## config.mk

```make
export PLATFORM = sky130hd
export DESIGN_NAME = pll_rst_seq
export DESIGN_NICKNAME = d
export VERILOG_FILES = /design/src/rtl/pll_seq_pkg.sv /design/src/rtl/sync_2ff.sv /design/src/rtl/pll_rst_seq.sv
export SDC_FILE = /design/constraint.sdc
export NUM_CORES = 1
export LEC_CHECK = 0
export BUFFER_PORTS_ARGS = -buffer_cell sky130_fd_sc_hd__buf_2
export CAP_MARGIN = 5
export CORE_MARGIN = 2
export CORE_UTILIZATION = 40
export CTS_CLUSTER_SIZE = 20
export DETAILED_ROUTE_END_ITERATION = 10
export HOLD_SLACK_MARGIN = 0.15
export MAX_ROUTING_LAYER = met4
export SLEW_MARGIN = 30
export SYNTH_ARGS = -nofsm -noshare
export SYNTH_HDL_FRONTEND = slang
export SYNTH_SLANG_ARGS = --single-unit
```

## constraint.sdc

```tcl
create_clock -name clk_in -period 3.03 [get_ports clk_in]
set_input_delay 0.606 -clock clk_in [delete_from_list [all_inputs] [get_ports clk_in]]
set_output_delay 0.606 -clock clk_in [all_outputs]
set_load 0.05 [all_outputs]
```

## src/rtl/pll_seq_pkg.sv

```systemverilog
// Shared types and default timing for the SB_PLL40_CORE reset sequencer.
package pll_seq_pkg;

   typedef enum logic [1:0] {
      S_RST  = 2'd0,
      S_WAIT = 2'd1,
      S_RUN  = 2'd2,
      S_FAIL = 2'd3
   } seq_state_t;

   localparam int unsigned DEF_RST_HOLD_CYC     = 16;
   localparam int unsigned DEF_LOCK_STABLE_CYC  = 256;
   localparam int unsigned DEF_LOCK_TIMEOUT_CYC = 4096;
   localparam int unsigned DEF_MAX_RETRY        = 3;

endpackage

```

## src/rtl/sync_2ff.sv

```systemverilog
// Two-flop synchroniser for signals arriving asynchronously to clk_i.
module sync_2ff #(
   parameter int WIDTH = 1
) (
   input  logic             clk_i,
   input  logic             rst_n_i,
   input  logic [WIDTH-1:0] d_i,
   output logic [WIDTH-1:0] q_o
);

   logic [WIDTH-1:0] meta_q;
   logic [WIDTH-1:0] sync_q;

   // NOTE: non-blocking assignments so both flops sample their pre-edge values.
   always_ff @(posedge clk_i or negedge rst_n_i) begin
      if (!rst_n_i) begin
         meta_q <= '0;
         sync_q <= '0;
      end else begin
         meta_q <= d_i;
         sync_q <= meta_q;
      end
   end

   assign q_o = sync_q;

endmodule

```

## src/rtl/pll_rst_seq.sv

```systemverilog
// PLL reset sequencer: holds RESETB, waits for a debounced LOCK, then releases
// the system reset; retries on timeout and falls back to BYPASS after MAX_RETRY.
module pll_rst_seq
   import pll_seq_pkg::*;
#(
   parameter int unsigned RST_HOLD_CYC     = DEF_RST_HOLD_CYC,
   parameter int unsigned LOCK_STABLE_CYC  = DEF_LOCK_STABLE_CYC,
   parameter int unsigned LOCK_TIMEOUT_CYC = DEF_LOCK_TIMEOUT_CYC,
   parameter int unsigned MAX_RETRY        = DEF_MAX_RETRY
) (
   input  logic       clk_in,
   input  logic       c_sys_rst_n,
   input  logic       pll_lock,
   input  logic       sw_relock,
   output logic       pll_resetb,
   output logic       pll_bypass,
   output logic       sys_rst_n,
   output logic [1:0] seq_state,
   output logic [2:0] retry_cnt,
   output logic       pll_fail
);

   localparam int unsigned RST_W = $clog2(RST_HOLD_CYC + 1);
   localparam int unsigned STB_W = $clog2(LOCK_STABLE_CYC + 1);
   localparam int unsigned TMO_W = $clog2(LOCK_TIMEOUT_CYC + 1);

   localparam logic [RST_W-1:0] RST_MAX   = RST_W'(RST_HOLD_CYC);
   localparam logic [RST_W-1:0] RST_END   = RST_W'(RST_HOLD_CYC - 1);
   localparam logic [STB_W-1:0] STB_MAX   = STB_W'(LOCK_STABLE_CYC);
   localparam logic [STB_W-1:0] STB_END   = STB_W'(LOCK_STABLE_CYC - 1);
   localparam logic [TMO_W-1:0] TMO_MAX   = TMO_W'(LOCK_TIMEOUT_CYC);
   localparam logic [TMO_W-1:0] TMO_END   = TMO_W'(LOCK_TIMEOUT_CYC - 1);
   localparam logic [2:0]       RETRY_MAX = 3'(MAX_RETRY);

   seq_state_t       state_q;
   logic             pll_resetb_q;
   logic             pll_bypass_q;
   logic             sys_rst_n_q;
   logic             pll_fail_q;
   logic [2:0]       retry_cnt_q;

   logic [RST_W-1:0] rst_cnt_q,    rst_cnt_d;
   logic [STB_W-1:0] stable_cnt_q, stable_cnt_d;
   logic [TMO_W-1:0] tmo_cnt_q,    tmo_cnt_d;

   logic lock_s;
   logic rst_done, stable_hit, tmo_hit, lock_lost, leave;

   // LOCK is meaningless while RESETB is low, so it is masked before synchronising;
   // every attempt then sees the full synchroniser latency after RESETB rises.
   sync_2ff #(.WIDTH(1)) u_lock_sync (
      .clk_i   (clk_in),
      .rst_n_i (c_sys_rst_n),
      .d_i     (pll_lock & pll_resetb_q),
      .q_o     (lock_s)
   );

   assign rst_done   = (state_q == S_RST)  && (rst_cnt_q == RST_END);
   assign stable_hit = (state_q == S_WAIT) && lock_s && (stable_cnt_q == STB_END);
   assign tmo_hit    = (state_q == S_WAIT) && (tmo_cnt_q == TMO_END);
   assign lock_lost  = (state_q == S_RUN)  && !lock_s;
   assign leave      = sw_relock || rst_done || stable_hit || tmo_hit || lock_lost;

   always_comb begin
      // NOTE: hold values assigned up front so no path leaves a counter unassigned (no latch).
      rst_cnt_d    = rst_cnt_q;
      stable_cnt_d = stable_cnt_q;
      tmo_cnt_d    = tmo_cnt_q;
      if (leave) begin
         rst_cnt_d    = '0;
         stable_cnt_d = '0;
         tmo_cnt_d    = '0;
      end else begin
         case (state_q)
            S_RST: begin
               if (rst_cnt_q != RST_MAX) rst_cnt_d = rst_cnt_q + RST_W'(1);
            end
            S_WAIT: begin
               if (tmo_cnt_q != TMO_MAX) tmo_cnt_d = tmo_cnt_q + TMO_W'(1);
               if (!lock_s)                      stable_cnt_d = '0;
               else if (stable_cnt_q != STB_MAX) stable_cnt_d = stable_cnt_q + STB_W'(1);
            end
            default: ;
         endcase
      end
   end

   always_ff @(posedge clk_in or negedge c_sys_rst_n) begin
      if (!c_sys_rst_n) begin
         rst_cnt_q    <= '0;
         stable_cnt_q <= '0;
         tmo_cnt_q    <= '0;
      end else begin
         rst_cnt_q    <= rst_cnt_d;
         stable_cnt_q <= stable_cnt_d;
         tmo_cnt_q    <= tmo_cnt_d;
      end
   end

   always_ff @(posedge clk_in or negedge c_sys_rst_n) begin
      if (!c_sys_rst_n) begin
         state_q      <= S_RST;
         pll_resetb_q <= 1'b0;
         pll_bypass_q <= 1'b0;
         sys_rst_n_q  <= 1'b0;
         pll_fail_q   <= 1'b0;
         retry_cnt_q  <= '0;
      end else if (sw_relock) begin
         state_q      <= S_RST;
         pll_resetb_q <= 1'b0;
         pll_bypass_q <= 1'b0;
         sys_rst_n_q  <= 1'b0;
         pll_fail_q   <= 1'b0;
         retry_cnt_q  <= '0;
      end else begin
         case (state_q)
            S_RST: begin
               if (rst_done) begin
                  state_q      <= S_WAIT;
                  pll_resetb_q <= 1'b1;
               end
            end
            S_WAIT: begin
               if (stable_hit) begin
                  state_q <= S_RUN;
               end else if (tmo_hit) begin
                  pll_resetb_q <= 1'b0;
                  if (retry_cnt_q < RETRY_MAX) begin
                     state_q     <= S_RST;
                     retry_cnt_q <= retry_cnt_q + 3'd1;
                  end else begin
                     state_q      <= S_FAIL;
                     pll_bypass_q <= 1'b1;
                     sys_rst_n_q  <= 1'b1;
                     pll_fail_q   <= 1'b1;
                  end
               end
            end
            S_RUN: begin
               if (lock_lost) begin
                  state_q      <= S_RST;
                  pll_resetb_q <= 1'b0;
                  sys_rst_n_q  <= 1'b0;
               end else begin
                  sys_rst_n_q  <= 1'b1;
               end
            end
            default: ;  // FAIL holds until sw_relock or reset
         endcase
      end
   end

   assign pll_resetb = pll_resetb_q;
   assign pll_bypass = pll_bypass_q;
   assign sys_rst_n  = sys_rst_n_q;
   assign seq_state  = state_q;
   assign retry_cnt  = retry_cnt_q;
   assign pll_fail   = pll_fail_q;

endmodule

```

==> tab_implementation.tex <==
\begin{tabular}{lr}
\hline
Metric & Value \\
\hline
\multicolumn{2}{l}{\textbf{Run status}} \\
Result of the run & complete, no violations \\
\multicolumn{2}{l}{\textbf{Placement}} \\
HPWL Detailed & 3230 µm \\
Routability Congestion & around 0.82 \\
Area after DPL & between 0.002 and 0.0025 mm² \\
Port bufs & 12 \\
Post-placement cell count & between 300 and 400 \\
\multicolumn{2}{l}{\textbf{GRT}} \\
Maximum number of pins on one net before global-route repair & 38 \\
Antenna violations before repair & 0 \\
GRT Residual Overflow & 0 \\
Via count of the first global-routing pass & roughly 1,800 \\
Global-route usage over all layers & 0.170 \\
Wire length of the first global-routing pass & 8160 µm \\
\multicolumn{2}{l}{\textbf{Synthesis}} \\
Distinct cell type count of the synthesized netlist & 48 \\
Leading register cell type out of synthesis & sky130\_fd\_sc\_hd\_\_dfrtp\_1 \\
Syn nets & 256 \\
Post-synth EDFFs & 0 \\
Synth Warn \# & 0 \\
Area of the mapped netlist & between 0.002 and 0.0025 mm² \\
Synth async-reset ratio & 1.00 \\
Top cell type by total area after synthesis & sky130\_fd\_sc\_hd\_\_dfrtp\_1 \\
Cell with the most instances after synthesis & sky130\_fd\_sc\_hd\_\_dfrtp\_1 \\
Register bit count reported by yosys & 37 \\
Cells after synthesis & 240 \\
Post-Syn Area per Cell & 9.25 µm² \\
Leading post-synthesis cells by cell area & sky130\_fd\_sc\_hd\_\_dfrtp\_1, sky130\_fd\_sc\_hd\_\_ha\_1, sky130\_fd\_sc\_hd\_\_nor2\_1, sky130\_fd\_sc\_hd\_\_xnor2\_1, sky130\_fd\_sc\_hd\_\_a21oi\_1 \\
Synth top cells by count & sky130\_fd\_sc\_hd\_\_dfrtp\_1, sky130\_fd\_sc\_hd\_\_nor2\_1, sky130\_fd\_sc\_hd\_\_nand2\_1, sky130\_fd\_sc\_hd\_\_a21oi\_1, sky130\_fd\_sc\_hd\_\_inv\_1 \\
Proportion of synthesized chip area in sequential cells & 0.417 \\
Proportion of netlist area held by the largest area contributor & 0.417 \\
\multicolumn{2}{l}{\textbf{CTS}} \\
Number of levels the H-tree was split into & 2 \\
Source-to-sink clock delay at the later pin of the worst-skew pair & slightly below 0.3 ns \\
Total clock buffers created by CTS & 5 \\
Clock Pin Slew Worst Setup and Hold Paths & 0.08 ns \\
Quantity of hold-fixing buffers added after cts & 0 \\
Max Root-Sink Buffers & 2 \\
TritonCTS clock tree & yes \\
Sink count of the clock tree & 37 \\
CTS root buf & sky130\_fd\_sc\_hd\_\_clkbuf\_8 \\
\multicolumn{2}{l}{\textbf{Floorplan}} \\
Initial cell density of the core & 0.408 \\
Die Y-Extent & just under 80 µm \\
Cell Rows & 27 \\
Die area & roughly 0.0062 mm² \\
Top-level I/O count & 13 \\
CORE AREA & 0.00544 mm² \\
Horizontal die dimension & slightly below 80 µm \\
\multicolumn{2}{l}{\textbf{Setup path}} \\
Worst Setup End Kind & register \\
Most numerous cell on the critical path & sky130\_fd\_sc\_hd\_\_and3\_1 \\
Largest incremental delay on the critical path & slightly above 0.5 ns \\
Arrival time at the worst endpoint & around 3.1 ns \\
Buffers and inverters on the worst path & 0 \\
Crit-path slowest cell & sky130\_fd\_sc\_hd\_\_or4\_1 \\
CP Launch Type & register \\
Maximum fanout along the worst path & 4 \\
Cell chain of the critical path & ha\_1, and3\_1, and3\_1, and3\_1, ha\_1, a221o\_1, or4\_1, or3\_1, a21oi\_1 \\
Required time at the worst-slack endpoint & around 3.3 ns \\
CP delay by family, top & simple AND/OR/NAND/NOR gates \\
Classification of the worst setup path & register to register \\
\multicolumn{2}{l}{\textbf{Power and ir drop}} \\
Switching power of the nets & about 540 µW \\
Power per Cell Area & approximately 600 mW/mm² \\
Design internal power & about 950 µW \\
Combinational power share & 0.334 \\
Switching part of the total & 0.365 \\
Clock Power Share & 0.255 \\
Leakage & about 0.0011 µW \\
Maximum vdd ir drop & approximately 340 µV \\
Relative contribution of sequential cells to total power & 0.411 \\
\multicolumn{2}{l}{\textbf{Layout}} \\
Count of non-filler cells in the finished layout & 331 \\
Antenna diode instance count & 0 \\
\# fillers & 524 \\
Layout cells sized above 1 & 0.143 \\
Post-layout net count & roughly 270 \\
Area grow syn2layout & 11.8\% \\
Utilization of the core after routing & 0.456 \\
Post-route cell area & 0.00248 mm² \\
\multicolumn{2}{l}{\textbf{Timing}} \\
Final worst-path cycle share & 0.935 \\
Summed negative setup slack over all endpoints & 0 ns \\
Tightest Pin Transition & around 0.77 ns \\
Count of final hold-check violations & 0 \\
Final count of pins violating max slew & 0 \\
Worst-case hold slack & $\sim$0.26 ns \\
Period minus WS final & 2.83 ns \\
Setup skew after layout & 0.00916 ns \\
Number of endpoints failing setup at the final stage & 0 \\
Max-Slew Margin vs Limit & 0.485 \\
Maximum clock frequency & between 300 and 400 MHz \\
RSZ-0062 raised after global routing & false \\
\multicolumn{2}{l}{\textbf{Detailed routing}} \\
Detailed-route wire length & roughly 4600 µm \\
DR WL/cell & 13.8 µm \\
Via count of the routed design & about 1,800 \\
DRC violation count after routing & 0 \\
Starting DRC count in detailed routing & between 100 and 150 \\
Antenna violation net count after detailed routing & 0 \\
Number of search-and-repair iterations in the first detailed-routing pass & 4 \\
Detailed-route vias per instance & 5.30 \\
\multicolumn{2}{l}{\textbf{Run}} \\
Max-cap violations & 0 \\
\multicolumn{2}{l}{\textbf{Min path}} \\
HP Class & primary input to asynchronous set/reset pin \\
\hline
\end{tabular}
[flip-flops by register name, summed over array words and instances (netlist names)]
name and count:
pll_resetb 1, tmo_cnt_q 13, sys_rst_n 1, retry_cnt 3, u_lock_sync.meta_q 1, pll_fail 1, stable_cnt_q 9, rst_cnt_q 5
u_lock_sync.q_o 1, seq_state 2
[power by group through the flow]
stage	sequential (µW)	clock, µW	combinational, µW
floorplan	641	0	339
global placement	622	0	483
detailed placement	623	0	485
CTS	614	395	488
global route	626	415	560
finish	612	380	498
[path summary, 6_finish.rpt]
kind / to / startpoint / slack [ns] / cells after the start
max in group asynchronous: tmo_cnt_q[2]$_DFFE_PN0P_ / c_sys_rst_n / 2.42 / 1
hold / removal: stable_cnt_q[3]$_DFFE_PN0P_ / c_sys_rst_n / 0.26 / 1
hold reg to reg: u_lock_sync.q_o$_DFF_PN0_ / u_lock_sync.meta_q$_DFF_PN0_ / 0.37 / 0
min in group clk_in: u_lock_sync.q_o$_DFF_PN0_ / u_lock_sync.meta_q$_DFF_PN0_ / 0.37 / 0
setup reg to reg: retry_cnt[0]$_DFFE_PN0P_ / stable_cnt_q[1]$_DFFE_PN0P_ / 0.20 / 9
setup / recovery: retry_cnt[0]$_DFFE_PN0P_ / stable_cnt_q[1]$_DFFE_PN0P_ / 0.20 / 9
[metal layers]
| layer | global-route usage | wire length (µm) |
|---|---|---|
| met1 | 0.236 | 2340 |
| met2 | 0.249 | 2000 |
| met3 | 0.0391 | 190 |
| met4 | 0.0526 | 45 |
| met5 | - | 0 |
[layout make-up]
class                           count  area [µm²]  share of cell area
Sequential cell                    37         926               0.373
Tap cell                           72        90.1              0.0363
Clock inverter                      1        5.00             0.00202
Clock buffer                        7        96.3              0.0388
Timing Repair Buffer               20         123              0.0494
Multi-Input combinational cell    180        1190               0.479
Inverter                           14        52.6              0.0212
[cell families after synthesis]
kind of cell               Yosys count  share of synthesized area
adders and majority gates           12                     0.0676
and+or+nand+nor                    107                      0.264
xor gates and xnor gates            14                     0.0552
muxes                                5                     0.0237
DFF                                 37                      0.417
AOI/OAI and AO/OA                   42                      0.125
buffers and inverters               23                     0.0479
[cells in the final DEF (no fill, tap or decap), types with 2 or more instances in the layout]
master | netlist | routed
sky130_fd_sc_hd__dfrtp_1 | 37 | 37
sky130_fd_sc_hd__nor2_1 | 24 | 24
sky130_fd_sc_hd__nand2_1 | 20 | 20
sky130_fd_sc_hd__a21oi_1 | 16 | 16
sky130_fd_sc_hd__inv_1 | 13 | 13
sky130_fd_sc_hd__ha_1 | 12 | 12
sky130_fd_sc_hd__buf_2 | 1 | 11
sky130_fd_sc_hd__xnor2_1 | 10 | 10
sky130_fd_sc_hd__nand3_1 | 10 | 10
sky130_fd_sc_hd__buf_4 | 1 | 9
sky130_fd_sc_hd__nand4_1 | 8 | 8
sky130_fd_sc_hd__and3_1 | 7 | 7
sky130_fd_sc_hd__o21ai_0 | 7 | 7
sky130_fd_sc_hd__nor3_1 | 7 | 7
sky130_fd_sc_hd__clkbuf_8 | 0 | 7
sky130_fd_sc_hd__nor2b_1 | 6 | 6
sky130_fd_sc_hd__and2_1 | 4 | 4
sky130_fd_sc_hd__nor4_1 | 4 | 4
sky130_fd_sc_hd__xor2_1 | 4 | 4
sky130_fd_sc_hd__mux2i_1 | 3 | 3
sky130_fd_sc_hd__nand2b_1 | 2 | 2
sky130_fd_sc_hd__nor4b_1 | 2 | 2
sky130_fd_sc_hd__a31oi_1 | 2 | 2
sky130_fd_sc_hd__mux2_2 | 2 | 2
sky130_fd_sc_hd__a21o_1 | 2 | 2
sky130_fd_sc_hd__a211oi_1 | 2 | 2
sky130_fd_sc_hd__a311oi_1 | 2 | 2
sky130_fd_sc_hd__nand4b_1 | 2 | 2
sky130_fd_sc_hd__a2bb2oi_1 | 2 | 2
sky130_fd_sc_hd__or4_1 | 2 | 2
sky130_fd_sc_hd__or4b_2 | 2 | 2
[per-stage QoR]
step,power [µW],setup slack [ns]
floorplan,980,0.337
global placement,1110,0.232
detailed placement,1110,0.146
CTS,1500,0.118
global route,1600,0.0187
finish,1490,0.196
[repair_timing]
| item | CTS | global route |
|---|---|---|
| endpoints found under the setup margin | 0 | 18 |
| buffers inserted | 0 | 4 |
| gates resized for setup | 0 | 1 |
Power figures use the tool's default switching activity.
